--- config.mk ---
export PLATFORM = sky130hd
export DESIGN_NAME = tick_scheduler
export DESIGN_NICKNAME = d
export VERILOG_FILES = /design/src/rtl/tick_sched_pkg.sv /design/src/rtl/phase_step.sv /design/src/rtl/tick_scheduler.sv
export SDC_FILE = /design/constraint.sdc
export NUM_CORES = 1
export LEC_CHECK = 0
export ABC_CLOCK_PERIOD_IN_PS = 10550
export BUFFER_PORTS_ARGS = -buffer_cell sky130_fd_sc_hd__buf_2
export CAP_MARGIN = 20
export CORE_ASPECT_RATIO = 1.2
export CORE_MARGIN = 2
export CORE_UTILIZATION = 50
export DETAILED_ROUTE_END_ITERATION = 8
export GPL_TIMING_DRIVEN = 0
export PLACE_DENSITY = 0.66
export SETUP_SLACK_MARGIN = 0.3
export SKIP_LAST_GASP = 1
export SLEW_MARGIN = 10
export SYNTH_ARGS = -nofsm -noshare
export SYNTH_HDL_FRONTEND = slang
export SYNTH_SLANG_ARGS = --single-unit
--- constraint.sdc ---
create_clock -name clk -period 10.55 [get_ports clk]
set_input_delay 2.11 -clock clk [delete_from_list [all_inputs] [get_ports clk]]
set_output_delay 2.11 -clock clk [all_outputs]
set_load 0.01 [all_outputs]
--- src/rtl/tick_sched_pkg.sv ---
// Shared definitions for the tick scheduler: default rates, derived widths,
// the configuration FSM encoding and the Nyquist clamp for requested frequencies.
package tick_sched_pkg;

    localparam int DEF_IN_FREQ = 100000000;
    localparam int DEF_NUM_CH  = 4;
    localparam int DEF_ACC_W   = 40;
    localparam int DEF_FREQ_W  = 32;
    localparam int BASE        = DEF_IN_FREQ / DEF_NUM_CH;
    localparam int SLOT_W      = $clog2(DEF_NUM_CH);

    typedef enum logic {
        CFG_IDLE,
        CFG_PEND
    } cfg_state_e;

    function automatic int base_of(input int in_freq, input int num_ch);
        return in_freq / num_ch;
    endfunction

    function automatic int slot_w_of(input int num_ch);
        return (num_ch > 1) ? $clog2(num_ch) : 1;
    endfunction

    // A channel cannot toggle faster than half its service rate.
    function automatic logic [63:0] clamp_freq(input logic [63:0] freq, input logic [63:0] base);
        logic [63:0] lim;
        lim = base >> 1;
        return (freq > lim) ? lim : freq;
    endfunction

endpackage

--- src/rtl/phase_step.sv ---
// Shared phase-accumulator adder: advances one channel's phase by its frequency
// and subtracts the base rate whenever the phase has wrapped non-negative.
module phase_step
    import tick_sched_pkg::*;
#(
    parameter int ACC_W  = DEF_ACC_W,
    parameter int FREQ_W = DEF_FREQ_W
) (
    input  logic signed [ACC_W-1:0]  acc,
    input  logic        [FREQ_W-1:0] freq,
    input  logic signed [ACC_W-1:0]  base,
    output logic signed [ACC_W-1:0]  acc_next,
    output logic                     wrap
);

    logic signed [ACC_W-1:0] freq_ext;

    always_comb begin
        freq_ext = $signed({{(ACC_W - FREQ_W){1'b0}}, freq});
        wrap     = ~acc[ACC_W-1];
        acc_next = acc + freq_ext - (wrap ? base : '0);
    end

endmodule

--- src/rtl/tick_scheduler.sv ---
// Multi-channel fractional-rate tick generator: one phase adder shared round-robin
// across channels, reconfigured through a single-entry valid/ready write port.
module tick_scheduler
    import tick_sched_pkg::*;
#(
    parameter int IN_FREQ = DEF_IN_FREQ,
    parameter int NUM_CH  = DEF_NUM_CH,
    parameter int ACC_W   = DEF_ACC_W,
    parameter int FREQ_W  = DEF_FREQ_W
) (
    input  logic                       clk,
    input  logic                       reset,
    input  logic                       cfg_valid,
    output logic                       cfg_ready,
    input  logic [$clog2(NUM_CH)-1:0]  cfg_ch,
    input  logic [FREQ_W-1:0]          cfg_freq,
    input  logic                       cfg_en,
    input  logic                       cfg_restart,
    output logic [NUM_CH-1:0]          tick,
    output logic [NUM_CH-1:0]          level,
    output logic [$clog2(NUM_CH)-1:0]  slot
);

    localparam int SLOT_W  = slot_w_of(NUM_CH);
    localparam int CH_BASE = base_of(IN_FREQ, NUM_CH);
    localparam logic signed [ACC_W-1:0] BASE_ACC = ACC_W'(CH_BASE);

    cfg_state_e              state_q, state_d;
    logic [SLOT_W-1:0]       slot_q, slot_d;
    logic signed [ACC_W-1:0] acc_q [NUM_CH];
    logic signed [ACC_W-1:0] acc_d [NUM_CH];
    logic [FREQ_W-1:0]       freq_q [NUM_CH];
    logic [FREQ_W-1:0]       freq_d [NUM_CH];
    logic [NUM_CH-1:0]       en_q, en_d;
    logic [NUM_CH-1:0]       tick_q, tick_d;
    logic [NUM_CH-1:0]       level_q, level_d;
    logic [SLOT_W-1:0]       pend_ch_q, pend_ch_d;
    logic [FREQ_W-1:0]       pend_freq_q, pend_freq_d;
    logic                    pend_en_q, pend_en_d;
    logic                    pend_restart_q, pend_restart_d;

    logic signed [ACC_W-1:0] svc_acc, step_acc;
    logic [FREQ_W-1:0]       svc_freq;
    logic                    step_wrap;
    logic                    apply;
    logic                    pend_ch_ok;

    assign svc_acc    = acc_q[slot_q];
    assign svc_freq   = freq_q[slot_q];
    assign pend_ch_ok = (32'(pend_ch_q) < NUM_CH);
    assign apply      = (state_q == CFG_PEND) && (pend_ch_q == slot_q);

    phase_step #(
        .ACC_W  (ACC_W),
        .FREQ_W (FREQ_W)
    ) u_phase_step (
        .acc      (svc_acc),
        .freq     (svc_freq),
        .base     (BASE_ACC),
        .acc_next (step_acc),
        .wrap     (step_wrap)
    );

    always_comb begin
        slot_d  = (slot_q == SLOT_W'(NUM_CH - 1)) ? '0 : slot_q + SLOT_W'(1);
        acc_d   = acc_q;
        freq_d  = freq_q;
        en_d    = en_q;
        tick_d  = '0;
        level_d = level_q;

        if (en_q[slot_q]) begin
            acc_d[slot_q]  = step_acc;
            tick_d[slot_q] = step_wrap;
        end

        // The new settings only take effect from the channel's next service;
        // a phase clear still overrides this service's update.
        if (apply) begin
            freq_d[slot_q] = pend_freq_q;
            en_d[slot_q]   = pend_en_q;
            if (pend_restart_q || (pend_en_q && !en_q[slot_q])) begin
                acc_d[slot_q] = '0;
            end
        end

        level_d[slot_q] = en_q[slot_q] & en_d[slot_q] & ~acc_d[slot_q][ACC_W-1];
    end

    always_comb begin
        state_d        = state_q;
        pend_ch_d      = pend_ch_q;
        pend_freq_d    = pend_freq_q;
        pend_en_d      = pend_en_q;
        pend_restart_d = pend_restart_q;

        case (state_q)
            CFG_IDLE: begin
                if (cfg_valid) begin
                    pend_ch_d      = cfg_ch;
                    pend_freq_d    = FREQ_W'(clamp_freq(64'(cfg_freq), 64'(CH_BASE)));
                    pend_en_d      = cfg_en;
                    pend_restart_d = cfg_restart;
                    state_d        = CFG_PEND;
                end
            end
            CFG_PEND: begin
                if (apply || !pend_ch_ok) begin
                    state_d = CFG_IDLE;
                end
            end
            default: state_d = CFG_IDLE;
        endcase
    end

    always_ff @(posedge clk or negedge reset) begin
        if (!reset) begin
            state_q        <= CFG_IDLE;
            slot_q         <= '0;
            en_q           <= '0;
            tick_q         <= '0;
            level_q        <= '0;
            pend_ch_q      <= '0;
            pend_freq_q    <= '0;
            pend_en_q      <= 1'b0;
            pend_restart_q <= 1'b0;
            for (int i = 0; i < NUM_CH; i++) begin
                acc_q[i]  <= '0;
                freq_q[i] <= '0;
            end
        end else begin
            state_q        <= state_d;
            slot_q         <= slot_d;
            en_q           <= en_d;
            tick_q         <= tick_d;
            level_q        <= level_d;
            pend_ch_q      <= pend_ch_d;
            pend_freq_q    <= pend_freq_d;
            pend_en_q      <= pend_en_d;
            pend_restart_q <= pend_restart_d;
            acc_q          <= acc_d;
            freq_q         <= freq_d;
        end
    end

    assign cfg_ready = (state_q == CFG_IDLE);
    assign tick      = tick_q;
    assign level     = level_q;
    assign slot      = slot_q;

endmodule
==> key figures, run 1 <==
Synthesis
  • Async SR Flop Fraction: 100.0%
  • Sequential share of the synthesized area: 48.62%
  • Top post-synthesis cells by area: dfrtp_1, mux4_2, mux2_2
  • Synthesized instance count: 1438
  • Flops & latches, synth: 339
  • Ys Warns: 0
  • Number of enable flip-flop cells after synthesis: 0
  • Synth Net Count: 1551
  • Main flop type after synthesis: dfrtp_1
  • Top cell type's share of synthesized area: 48.62%
  • Syn_area_per_cell: 12.13 um2
  • Cell area after synthesis: 0.01745 mm2
  • Distinct cell type count after synthesis: 69
  • Cell accounting for the most synthesized area: dfrtp_1

Power
  • Peak supply drop: 0.0001737 V
  • Switching Share: 42.93%
  • Pint: 0.003659 W
  • Power Density: 327.6 mW/mm2
  • Sequential share of power: 28.5%
  • Psw: 0.002752 W
  • Logic pwr share: 51.7%
  • Clk network pwr share: 19.9%
  • LEAKAGE: 8.848 nW

Route
  • DR iter-0 viols: 831
  • Vias: 12140
  • Drt first pass iters: 5
  • Vias per cell: 6.032
  • Final WL: 46460 um
  • Antenna Nets Post-Route: 0
  • # DRC: 0
  • Routed wire per std cell: 23.08 um

STA
  • Max Slew Vio Count: 0
  • RSZ-0062 raised after global routing: no
  • Hold_ws: 476.2 ps
  • Achievable Freq: 0.1768 GHz
  • Final Skew: 32.21 ps
  • Final hold vios: 0
  • Slew HR: 22.86%
  • Final worst-path setup slack: 4893 ps
  • Setup TNS: 0 ps
  • Worst Max-Slew Pin Slew: 1157 ps
  • Fin crit period: 5657 ps
  • # setup viols final: 0
  • Period utilization: 53.62%

Layout
  • Synth-to-layout area growth: 12.16%
  • NumNets Final: 1644
  • Multi-input gate area: 0.008258 mm2
  • Fraction of layout cells with a size suffix above 1: 23.57%
  • Layout fillers: 2950
  • Register Area: 0.008483 mm2
  • Post-Layout Cell Count: 2013
  • ANT cells: 0
  • Fin util: 57.13%

Setup path
  • WP data arrival: 6060 ps
  • CP Data Required Time: 10950 ps
  • CP Capture Type: register
  • CP startpoint kind: register
  • WS Path Type: register to register
  • CP max FO: 10

CTS
  • H-tree Lvls: 2
  • Worst-case clock buffer depth: 3
  • Post-CTS sizing: 0
  • Later-pin clock latency in the skew report: 540 ps
  • Clock transition at the registers of the reported paths: 60 ps
  • CTS Root Cell: clkbuf_16
  • Hold Buf Count CTS: 0
  • Clk sinks: 339
  • Post-CTS Setup Inserts: 0
  • Num CTS Buffers: 36
  • TritonCTS clock tree: built

Placed design
  • Pre-CTS WS: 5019 ps
  • DPL Wire Length: 32800 um
  • Port bufs: 49
  • Placed Instances: 1946
  • RD Place Congestion: 0.9240

Job
  • MaxCap Viol Count: 0

Die
  • Area of the core: 0.03426 mm2
  • Die Y: 208.6 um
  • Die area: 0.03641 mm2
  • FP Rows: 74
  • Initial Utilization: 50.93%
  • Ports: 50
  • Die width: 174.5 um

GRT
  • Initial antenna violation count: 0
  • Grt ovf: 0
  • Number of global-route vias before repair: 12750
  • GR Util All Layers: 25.97%
  • Global-route wire length before repair: 72810 um
  • Largest net degree at the start of global routing: 119

Hold path
  • Hold crit path type: register to register

Run status
  • Status: completed
==> synthesized netlist by cell type, types with 6 or more instances <==
cell type  number
a21o_1         16
a21oi_1        46
a22o_1        101
a31o_2          6
a31oi_1        10
a32o_1         12
and2_1          9
and3_1         12
buf_1          14
buf_2          28
clkbuf_1       39
dfrtp_1       339
fa_1           12
ha_1           62
inv_1          98
mux2_2        132
mux4_2         73
nand2_1       112
nand2b_1       12
nand3_1        25
nand4_1         9
nor2_1         36
nor2b_1        14
nor3_1         13
o211ai_1        9
o21a_1          9
o21ai_0        63
o22a_1         12
o31ai_1        14
xnor2_1        18
xor2_1          9
==> cell type report <==
cell class	instances	share of cell area, %
multi-input combinational	920	42.20
inverter	98	1.880
timing repair buffer	55	1.918
sequential	339	43.35
clock buffer	54	5.255
clock inverter	10	0.7544
tap	456	2.915
buffer	81	1.733
==> final timing paths <==
path                       startpoint         endpoint  slack (ps)  depth (start not counted)
hold / removal             acc_q[115]       acc_q[115]         480                          2
setup reg to reg              slot[1]       acc_q[152]        4890                         15
hold reg to reg            acc_q[115]       acc_q[115]         480                          2
max in group asynchronous       reset  pend_freq_q[21]        7590                          3
setup / recovery              slot[1]       acc_q[152]        4890                         15
min in group asynchronous       reset          tick[1]        1560                          1
==> layer usage <==
metal  GRT usage (%)  part of all wire [%]
met3           3.639                   5.5
met5               0                     0
met1           34.84                    42
met2           43.40                    49
met4           9.425                   3.6
==> state kept, by name, indices dropped and copies added (netlist names) <==
register / flops
pend_en_q: 1
tick: 4
state_q: 1
en_q: 4
acc_q: 160
pend_restart_q: 1
freq_q: 128
pend_freq_q: 32
slot: 2
pend_ch_q: 2
level: 4
==> logic make-up after synthesis <==
logic type	share of synthesized area (%)
flops	48.62
fa+ha+maj	5.823
compound gates	14.43
buf+inv	4.052
xor+xnor	1.355
simple gates	7.551
mux	18.17
==> cells in the final DEF, fill, tap and decap left out, types with 10 or more instances in the layout <==
cell | synthesis | layout
clkbuf_16 | 0 | 36
a31oi_1 | 10 | 10
nor2b_1 | 14 | 14
nand3_1 | 25 | 25
mux4_2 | 73 | 73
a21o_1 | 16 | 16
fa_1 | 12 | 12
ha_1 | 62 | 62
buf_1 | 14 | 14
nor2_1 | 36 | 36
dfrtp_1 | 339 | 339
and3_1 | 12 | 12
a22o_1 | 101 | 101
o31ai_1 | 14 | 14
o22a_1 | 12 | 12
buf_2 | 28 | 76
nand2b_1 | 12 | 12
mux2_2 | 132 | 132
xnor2_1 | 18 | 18
a32o_1 | 12 | 12
inv_1 | 98 | 98
nor3_1 | 13 | 13
a21oi_1 | 46 | 46
clkbuf_1 | 39 | 51
nand2_1 | 112 | 112
o21ai_0 | 63 | 63
==> metrics by stage <==
step | total power (W) | instance area [um2]
finish | 0.006410 | 19570
global route | 0.006828 | 19570
CTS | 0.006381 | 19530
detailed placement | 0.005081 | 18360
global placement | 0.005011 | 18260
floorplan | 0.004222 | 17450
==> power by group through the flow <==
stage	clock, W	combinational [W]	sequential [W]
final	0.00127	0.00331	0.00182
after global routing	0.00134	0.00362	0.00186
after CTS	0.00129	0.00327	0.00182
after detailed placement	0	0.00324	0.00184
after global placement	0	0.00319	0.00183
after floorplan	0	0.00244	0.00178
==> worst max-delay path, cell delays in order, from the launching register on <==
cell,delay [ps]
dfrtp_1,400
buf_2,270
clkbuf_1,440
clkbuf_1,900
mux4_2,480
fa_1,490
ha_1,270
buf_2,160
and4_4,250
a31oi_1,90
a31oi_1,670
o311ai_4,200
a21boi_1,230
o211ai_1,130
a21o_1,270
a32o_1,270
Power figures use the tool's default switching activity.
==> run 2, diff against run 1 <==
Settings changed: ABC_CLOCK_PERIOD_IN_PS 10550 to 5000, PLACE_DENSITY 0.66 to 0.69.
Clock period 10.55 ns to 5 ns, I/O delays scaled along.
==> run 2 against run 1 <==
Register-to-register slack worse by 4500 ps. Worst setup slack worse by 4500 ps. Worst hold slack worse by 160 ps. Sequential share of layout area is 0.42 points lower. Largest power group unchanged.
==> key figures, run 2 (synthesized netlist as in run 1, its figures left out) <==
Setup path
  • CP Capture Type: register (unchanged)
  • CP max FO: 10 (unchanged)
  • Worst reg2reg path depth: 15 (unchanged)
  • CP startpoint kind: register (unchanged)
  • WP data arrival: 5000 ps (was 6060 ps)
  • CP Data Required Time: 5410 ps (was 10950 ps)
  • WS Path Type: register to register (unchanged)

STA
  • Final Skew: 18.31 ps (was 32.21 ps)
  • Max Slew Vio Count: 0 (unchanged)
  • Worst Max-Slew Pin Slew: 1091 ps (was 1157 ps)
  • RSZ-0062 raised after global routing: yes (was no)
  • Final hold vios: 0 (unchanged)
  • Fin crit period: 4597 ps (was 5657 ps)
  • # setup viols final: 0 (unchanged)
  • Achievable Freq: 0.2175 GHz (was 0.1768 GHz)
  • Slew HR: 27.29% (was 22.86%)
  • Period utilization: 91.93% (was 53.62%)

CTS
  • Hold Buf Count CTS: 0 (unchanged)
  • H-tree Lvls: 2 (unchanged)
  • Later-pin clock latency in the skew report: 540 ps (about the same)
  • Clk sinks: 339 (unchanged)
  • TritonCTS clock tree: built (unchanged)
  • Clock transition at the registers of the reported paths: 60 ps (about the same)
  • CTS Root Cell: clkbuf_16 (unchanged)
  • Worst-case clock buffer depth: 3 (unchanged)
  • Num CTS Buffers: 36 (unchanged)

Power
  • Switching Share: 43.06% (was 42.93%)
  • Total power: 0.01384 W (was 0.006410 W)
  • LEAKAGE: 8.928 nW (was 8.848 nW)
  • Peak supply drop: 0.0003171 V (was 0.0001737 V)
  • Clk network pwr share: 19.4% (was 19.9%)
  • Sequential share of power: 27.8% (was 28.5%)
  • Pint: 0.007879 W (was 0.003659 W)
  • Logic pwr share: 52.8% (was 51.7%)
  • Power Density: 700.2 mW/mm2 (was 327.6 mW/mm2)
  • Psw: 0.005957 W (was 0.002752 W)

Route
  • # DRC: 0 (unchanged)
  • Vias per cell: 6.199 (was 6.032)
  • Routed wire per std cell: 23.06 um (was 23.08 um)
  • Vias: 12460 (was 12140)
  • DR iter-0 viols: 801 (was 831)
  • Final WL: 46360 um (was 46460 um)
  • Drt first pass iters: 5 (unchanged)
  • Antenna Nets Post-Route: 0 (unchanged)

Layout
  • NumNets Final: 1644 (unchanged)
  • Registers with the most flip-flops: acc_q (160), freq_q (128), pend_freq_q (32) (unchanged)
  • Register Area: 0.008483 mm2 (unchanged)
  • Most frequent cells in the layout: dfrtp_1, mux2_2, nand2_1 (unchanged)
  • Fraction of layout cells with a size suffix above 1: 25.48% (was 23.57%)
  • Synth-to-layout area growth: 13.25% (was 12.16%)
  • Multi-input gate area: 0.008367 mm2 (was 0.008258 mm2)
  • ANT cells: 0 (unchanged)
  • Most common cell after layout, fill and taps aside: dfrtp_1 (unchanged)
  • Max reg flops: 160 (unchanged)
  • Reg with most FFs: acc_q (unchanged)
  • Fin util: 57.68% (was 57.13%)
  • Post-Layout Cell Count: 2010 (was 2013)
  • Layout fillers: 2868 (was 2950)

Die
  • Die area: 0.03641 mm2 (unchanged)
  • Die Y: 208.6 um (unchanged)
  • Initial Utilization: 50.93% (unchanged)
  • Die width: 174.5 um (unchanged)
  • Ports: 50 (unchanged)
  • Area of the core: 0.03426 mm2 (unchanged)
  • FP Rows: 74 (unchanged)

Hold path
  • Hold crit path type: primary input to async pin (was register to register)

Placed design
  • Placed Instances: 1947 (was 1946)
  • RD Place Congestion: 0.9451 (was 0.9240)
  • Port bufs: 49 (unchanged)
  • DPL Wire Length: 32820 um (was 32800 um)

GRT
  • Largest net degree at the start of global routing: 117 (was 119)
  • Number of global-route vias before repair: 12960 (was 12750)
  • Grt ovf: 0 (unchanged)
  • Global-route wire length before repair: 73170 um (was 72810 um)
  • GR Util All Layers: 26.00% (was 25.97%)
  • Initial antenna violation count: 0 (unchanged)

Job
  • MaxCap Viol Count: 0 (unchanged)

Run status
  • Status: completed (unchanged)
[run 2: repair_timing]
item	CTS	global route
pin swaps	2	2
cloned	0	0
buffers inserted	1	1
resized for setup	42	35
endpoints found under the setup margin	116	62
[run 2: cell type report]
cell class	count	area share [%]
Buffer	81	2.242
Clock buffer	53	5.293
Clock inverter	8	0.6205
Inverter	98	1.862
Multi-Input combinational cell	920	42.34
Sequential cell	339	42.93
Tap cell	456	2.887
Timing Repair Buffer	55	1.824
[run 2: worst max-delay path, cell delays in order (launching register included)]
cell and delay (ps):
dfrtp_1 400, buf_2 290, clkbuf_4 270, clkbuf_8 260
mux4_2 380, fa_1 560, ha_1 220, buf_2 170
and4_4 170, a21oi_1 230, o21ai_0 140, a31o_2 290
a32oi_2 360, o2111ai_2 180, a21o_1 260, a32o_1 270
[run 2: path summary, 6_finish.rpt]
path | slack [ps] | to | startpoint
setup / recovery | 400 | acc_q[37] | slot[1]
hold / removal | 320 | freq_q[40] | reset
setup reg to reg | 400 | acc_q[37] | slot[1]
hold reg to reg | 470 | acc_q[75] | acc_q[75]
max in group asynchronous | 3350 | acc_q[151] | reset
min in group clk | 470 | acc_q[75] | acc_q[75]
[run 2: routing by layer]
layer  global-route usage (%)  wire [um]
met5                        0          0
met4                    10.11       1796
met3                    3.566       2626
met2                    43.84      23020
met1                    34.32      18910
[run 2: stage by stage]
step	TNS (ps)	setup WS, ps	hold WS, ps	instance area [um2]
floorplan	0	490.7	443.2	17450
global placement	-1118870	-3308	455.8	18260
detailed placement	-24500	-563.7	461.5	18360
CTS	0	331.8	308.3	19650
global route	0	250.2	320.6	19760
finish	0	403.3	318.4	19760
[run 2: power by group through the flow]
stage	sequential [W]	combinational, W	clock, W
5_1_grt	0.00392	0.00797	0.00283
2_1_floorplan	0.00375	0.00516	0
3_5_place_dp	0.00388	0.00685	0
6_report	0.00385	0.00730	0.00269
4_1_cts	0.00384	0.00703	0.00273
3_3_place_gp	0.00384	0.00671	0
==> run 3, diff against run 2 <==
Settings changed: ABC_CLOCK_PERIOD_IN_PS 5000 to 4600, PLACE_DENSITY 0.69 to 0.66.
Clock period 5 ns to 4.6 ns, I/O delays scaled along.
==> run 3 against run 2 <==
Core utilization increased by 1.7 points. Final area increased by 3.0%. Combinational power increased by 19%. Sequential power increased by 8.8%. Cell count increased by 1.4%. Sequential share of layout area decreased by 1.2 points. Clock power increased by 11%. Non-clock buffer count increased by 25. First-iteration DRC count increased by 0.50%. Clock skew decreased by 2.0 ps. Sequential cell count unchanged. Highest routed layer unchanged.
==> key figures, run 3 (synthesized netlist as in run 1, its figures left out) <==
Route
  • Vias: 12410 (was 12460)
  • Final WL: 47720 um (was 46360 um)
  • Vias per cell: 6.086 (was 6.199)
  • DR iter-0 viols: 805 (was 801)
  • Routed wire per std cell: 23.40 um (was 23.06 um)
  • Drt first pass iters: 5 (unchanged)
  • # DRC: 0 (unchanged)
  • Antenna Nets Post-Route: 0 (unchanged)

Layout
  • Registers with the most flip-flops: acc_q (160), freq_q (128), pend_freq_q (32) (unchanged)
  • Fraction of layout cells with a size suffix above 1: 28.68% (was 25.48%)
  • NumNets Final: 1669 (was 1644)
  • Layout fillers: 2839 (was 2868)
  • Most common cell after layout, fill and taps aside: dfrtp_1 (unchanged)
  • Reg with most FFs: acc_q (unchanged)
  • ANT cells: 0 (unchanged)
  • Design area: 0.02034 mm2 (was 0.01976 mm2)
  • Most frequent cells in the layout: dfrtp_1, mux2_2, nand2_1 (unchanged)
  • Max reg flops: 160 (unchanged)
  • Synth-to-layout area growth: 16.59% (was 13.25%)

Setup path
  • Worst reg2reg path depth: 15 (unchanged)
  • Crit path depth: 15 (unchanged)
  • Worst setup path start: slot[0] (was slot[1])
  • WS Path Type: register to register (unchanged)
  • Crit-path cells: buf_6 -> buf_12 -> buf_12 -> mux4_2 -> fa_1 -> ha_1 -> buf_4 -> o21a_1 -> o211ai_1 -> a31oi_4 -> o311ai_4 -> a21boi_2 -> o211ai_1 -> nand3_2 -> a32o_1 (was buf_2 -> clkbuf_4 -> clkbuf_8 -> mux4_2 -> fa_1 -> ha_1 -> buf_2 -> and4_4 -> a21oi_1 -> o21ai_0 -> a31o_2 -> a32oi_2 -> o2111ai_2 -> a21o_1 -> a32o_1)
  • CP Capture Type: register (unchanged)
  • CP Data Required Time: 5020 ps (was 5410 ps)
  • WP buf/inv: 4 (unchanged)
  • CP max stage cell: fa_1 (unchanged)
  • CP max FO: 8 (was 10)
  • Worst r2r src: slot[0] (was slot[1])
  • CP startpoint kind: register (unchanged)
  • Top Family by Delay on Critical Path: compound AO/OA/AOI/OAI gates (unchanged)
  • WP data arrival: 4650 ps (was 5000 ps)
  • CP peak stage delay: 570 ps (was 560 ps)

GRT
  • Global-route wire length before repair: 74260 um (was 73170 um)
  • Initial antenna violation count: 0 (unchanged)
  • GR Util All Layers: 26.68% (was 26.00%)
  • Number of global-route vias before repair: 12820 (was 12960)
  • Largest net degree at the start of global routing: 119 (was 117)
  • Grt ovf: 0 (unchanged)

Power
  • Switching Share: 43.48% (was 43.06%)
  • Sequential share of power: 26.5% (was 27.8%)
  • Psw: 0.006890 W (was 0.005957 W)
  • Clk network pwr share: 18.8% (was 19.4%)
  • Pint: 0.008958 W (was 0.007879 W)
  • Peak supply drop: 0.0003476 V (was 0.0003171 V)
  • LEAKAGE: 9.166 nW (was 8.928 nW)
  • Power Density: 779.0 mW/mm2 (was 700.2 mW/mm2)
  • Logic pwr share: 54.7% (was 52.8%)

Placed design
  • Dpl cell area: 0.01839 mm2 (was 0.01836 mm2)
  • DPL Wire Length: 33060 um (was 32820 um)
  • RD Place Congestion: 0.9011 (was 0.9451)
  • Port bufs: 49 (unchanged)

STA
  • Max Slew Vio Count: 0 (unchanged)
  • Period utilization: 91.99% (was 91.93%)
  • Fin crit period: 4232 ps (was 4597 ps)
  • Final Skew: 16.33 ps (was 18.31 ps)
  • Worst Max-Slew Pin Slew: 1188 ps (was 1091 ps)
  • Slew HR: 20.78% (was 27.29%)
  • Hold_ws: 199.4 ps (was 318.4 ps)
  • RSZ-0062 raised after global routing: yes (unchanged)
  • Achievable Freq: 0.2363 GHz (was 0.2175 GHz)
  • # setup viols final: 0 (unchanged)
  • Setup TNS: 0 ps (unchanged)
  • Final hold vios: 0 (unchanged)

Die
  • Area of the core: 0.03426 mm2 (unchanged)
  • Initial Utilization: 50.93% (unchanged)
  • Ports: 50 (unchanged)
  • Die Y: 208.6 um (unchanged)
  • FP Rows: 74 (unchanged)
  • Die area: 0.03641 mm2 (unchanged)
  • Die width: 174.5 um (unchanged)

CTS
  • TritonCTS clock tree: built (unchanged)
  • H-tree Lvls: 2 (unchanged)
  • Clock transition at the registers of the reported paths: 70 ps (was 60 ps)
  • Clk sinks: 339 (unchanged)
  • Hold Buf Count CTS: 0 (unchanged)
  • Num CTS Buffers: 36 (unchanged)
  • Worst-case clock buffer depth: 3 (unchanged)
  • CTS Root Cell: clkbuf_16 (unchanged)
  • Later-pin clock latency in the skew report: 540 ps (about the same)

Hold path
  • Hold crit path type: primary input to async pin (unchanged)

Run status
  • Status: completed (unchanged)

Job
  • MaxCap Viol Count: 0 (unchanged)
[run 3: cell count changes in the layout (fill, tap and decap cells not counted), moves of 3 or more]
cell     delta
buf_12      +7
ha_2        +3
a31oi_1     -3
o21ai_2     +3
ha_1        -4
buf_4      +19
[run 3: worst reg2reg max path: stages, from the launching register on]
cell	delay (ps)
dfrtp_1	380
buf_6	150
buf_12	140
buf_12	150
mux4_2	550
fa_1	570
ha_1	230
buf_4	170
o21a_1	100
o211ai_1	270
a31oi_4	110
o311ai_4	430
a21boi_2	110
o211ai_1	280
nand3_2	180
a32o_1	300
[run 3: final timing paths]
path                            slack, ps          end
worst max-delay path                  370   acc_q[112]
worst min-delay path                  200    acc_q[47]
worst max register to register        370   acc_q[112]
worst min register to register        480   acc_q[122]
max in group asynchronous            3070  freq_q[122]
min in group clk                      480   acc_q[122]
[run 3: what timing repair did]
item | in CTS | in global routing
endpoints found under the setup margin | 136 | 91
cloned | 0 | 1
endpoints found under the hold margin | 0 | 0
setup buffers | 8 | 17
pin swaps | 6 | 18
resized for setup | 86 | 44
[run 3: final cells by class]
type	count	area (um2)	share of cell area, %
flip-flops and latches	339	8483	41.70
multi-input cells	920	8617	42.36
repair buffers	80	606.8	2.983
clock buffers	54	1060	5.209
plain buffers	81	496.7	2.442
well taps	456	570.5	2.805
inverters	98	367.9	1.808
clock inverters	11	141.4	0.6950
[run 3: stage by stage]
stage,setup slack [ps],std cells,total power (W),util (%)
floorplan,330.1,1438,0.009683,-
global route,245.5,2039,0.01687,59.38
detailed placement,-778.8,1948,0.01170,53.67
finish,368.2,2039,0.01585,59.38
global placement,-3775,1943,0.01155,53.32
CTS,275.8,2021,0.01525,58.30
[run 3: routing by layer]
metal  global-route usage, %  wire length (um)  vias up
met4                   9.856              1687        0
li1                        -                 -     5545
met3                   3.548              2495       92
met5                       0                 0        -
met1                   36.28             20140     6351
met2                   44.12             23400      422
[run 3: power by group through the flow]
stage          clock network (W)  logic [W]  registers, W
4_1_cts                  0.00301    0.00807       0.00417
3_5_place_dp                   0    0.00748       0.00422
5_1_grt                  0.00315    0.00946       0.00427
3_3_place_gp                   0    0.00737       0.00418
6_report                 0.00298    0.00868       0.00419
2_1_floorplan                  0    0.00560       0.00408
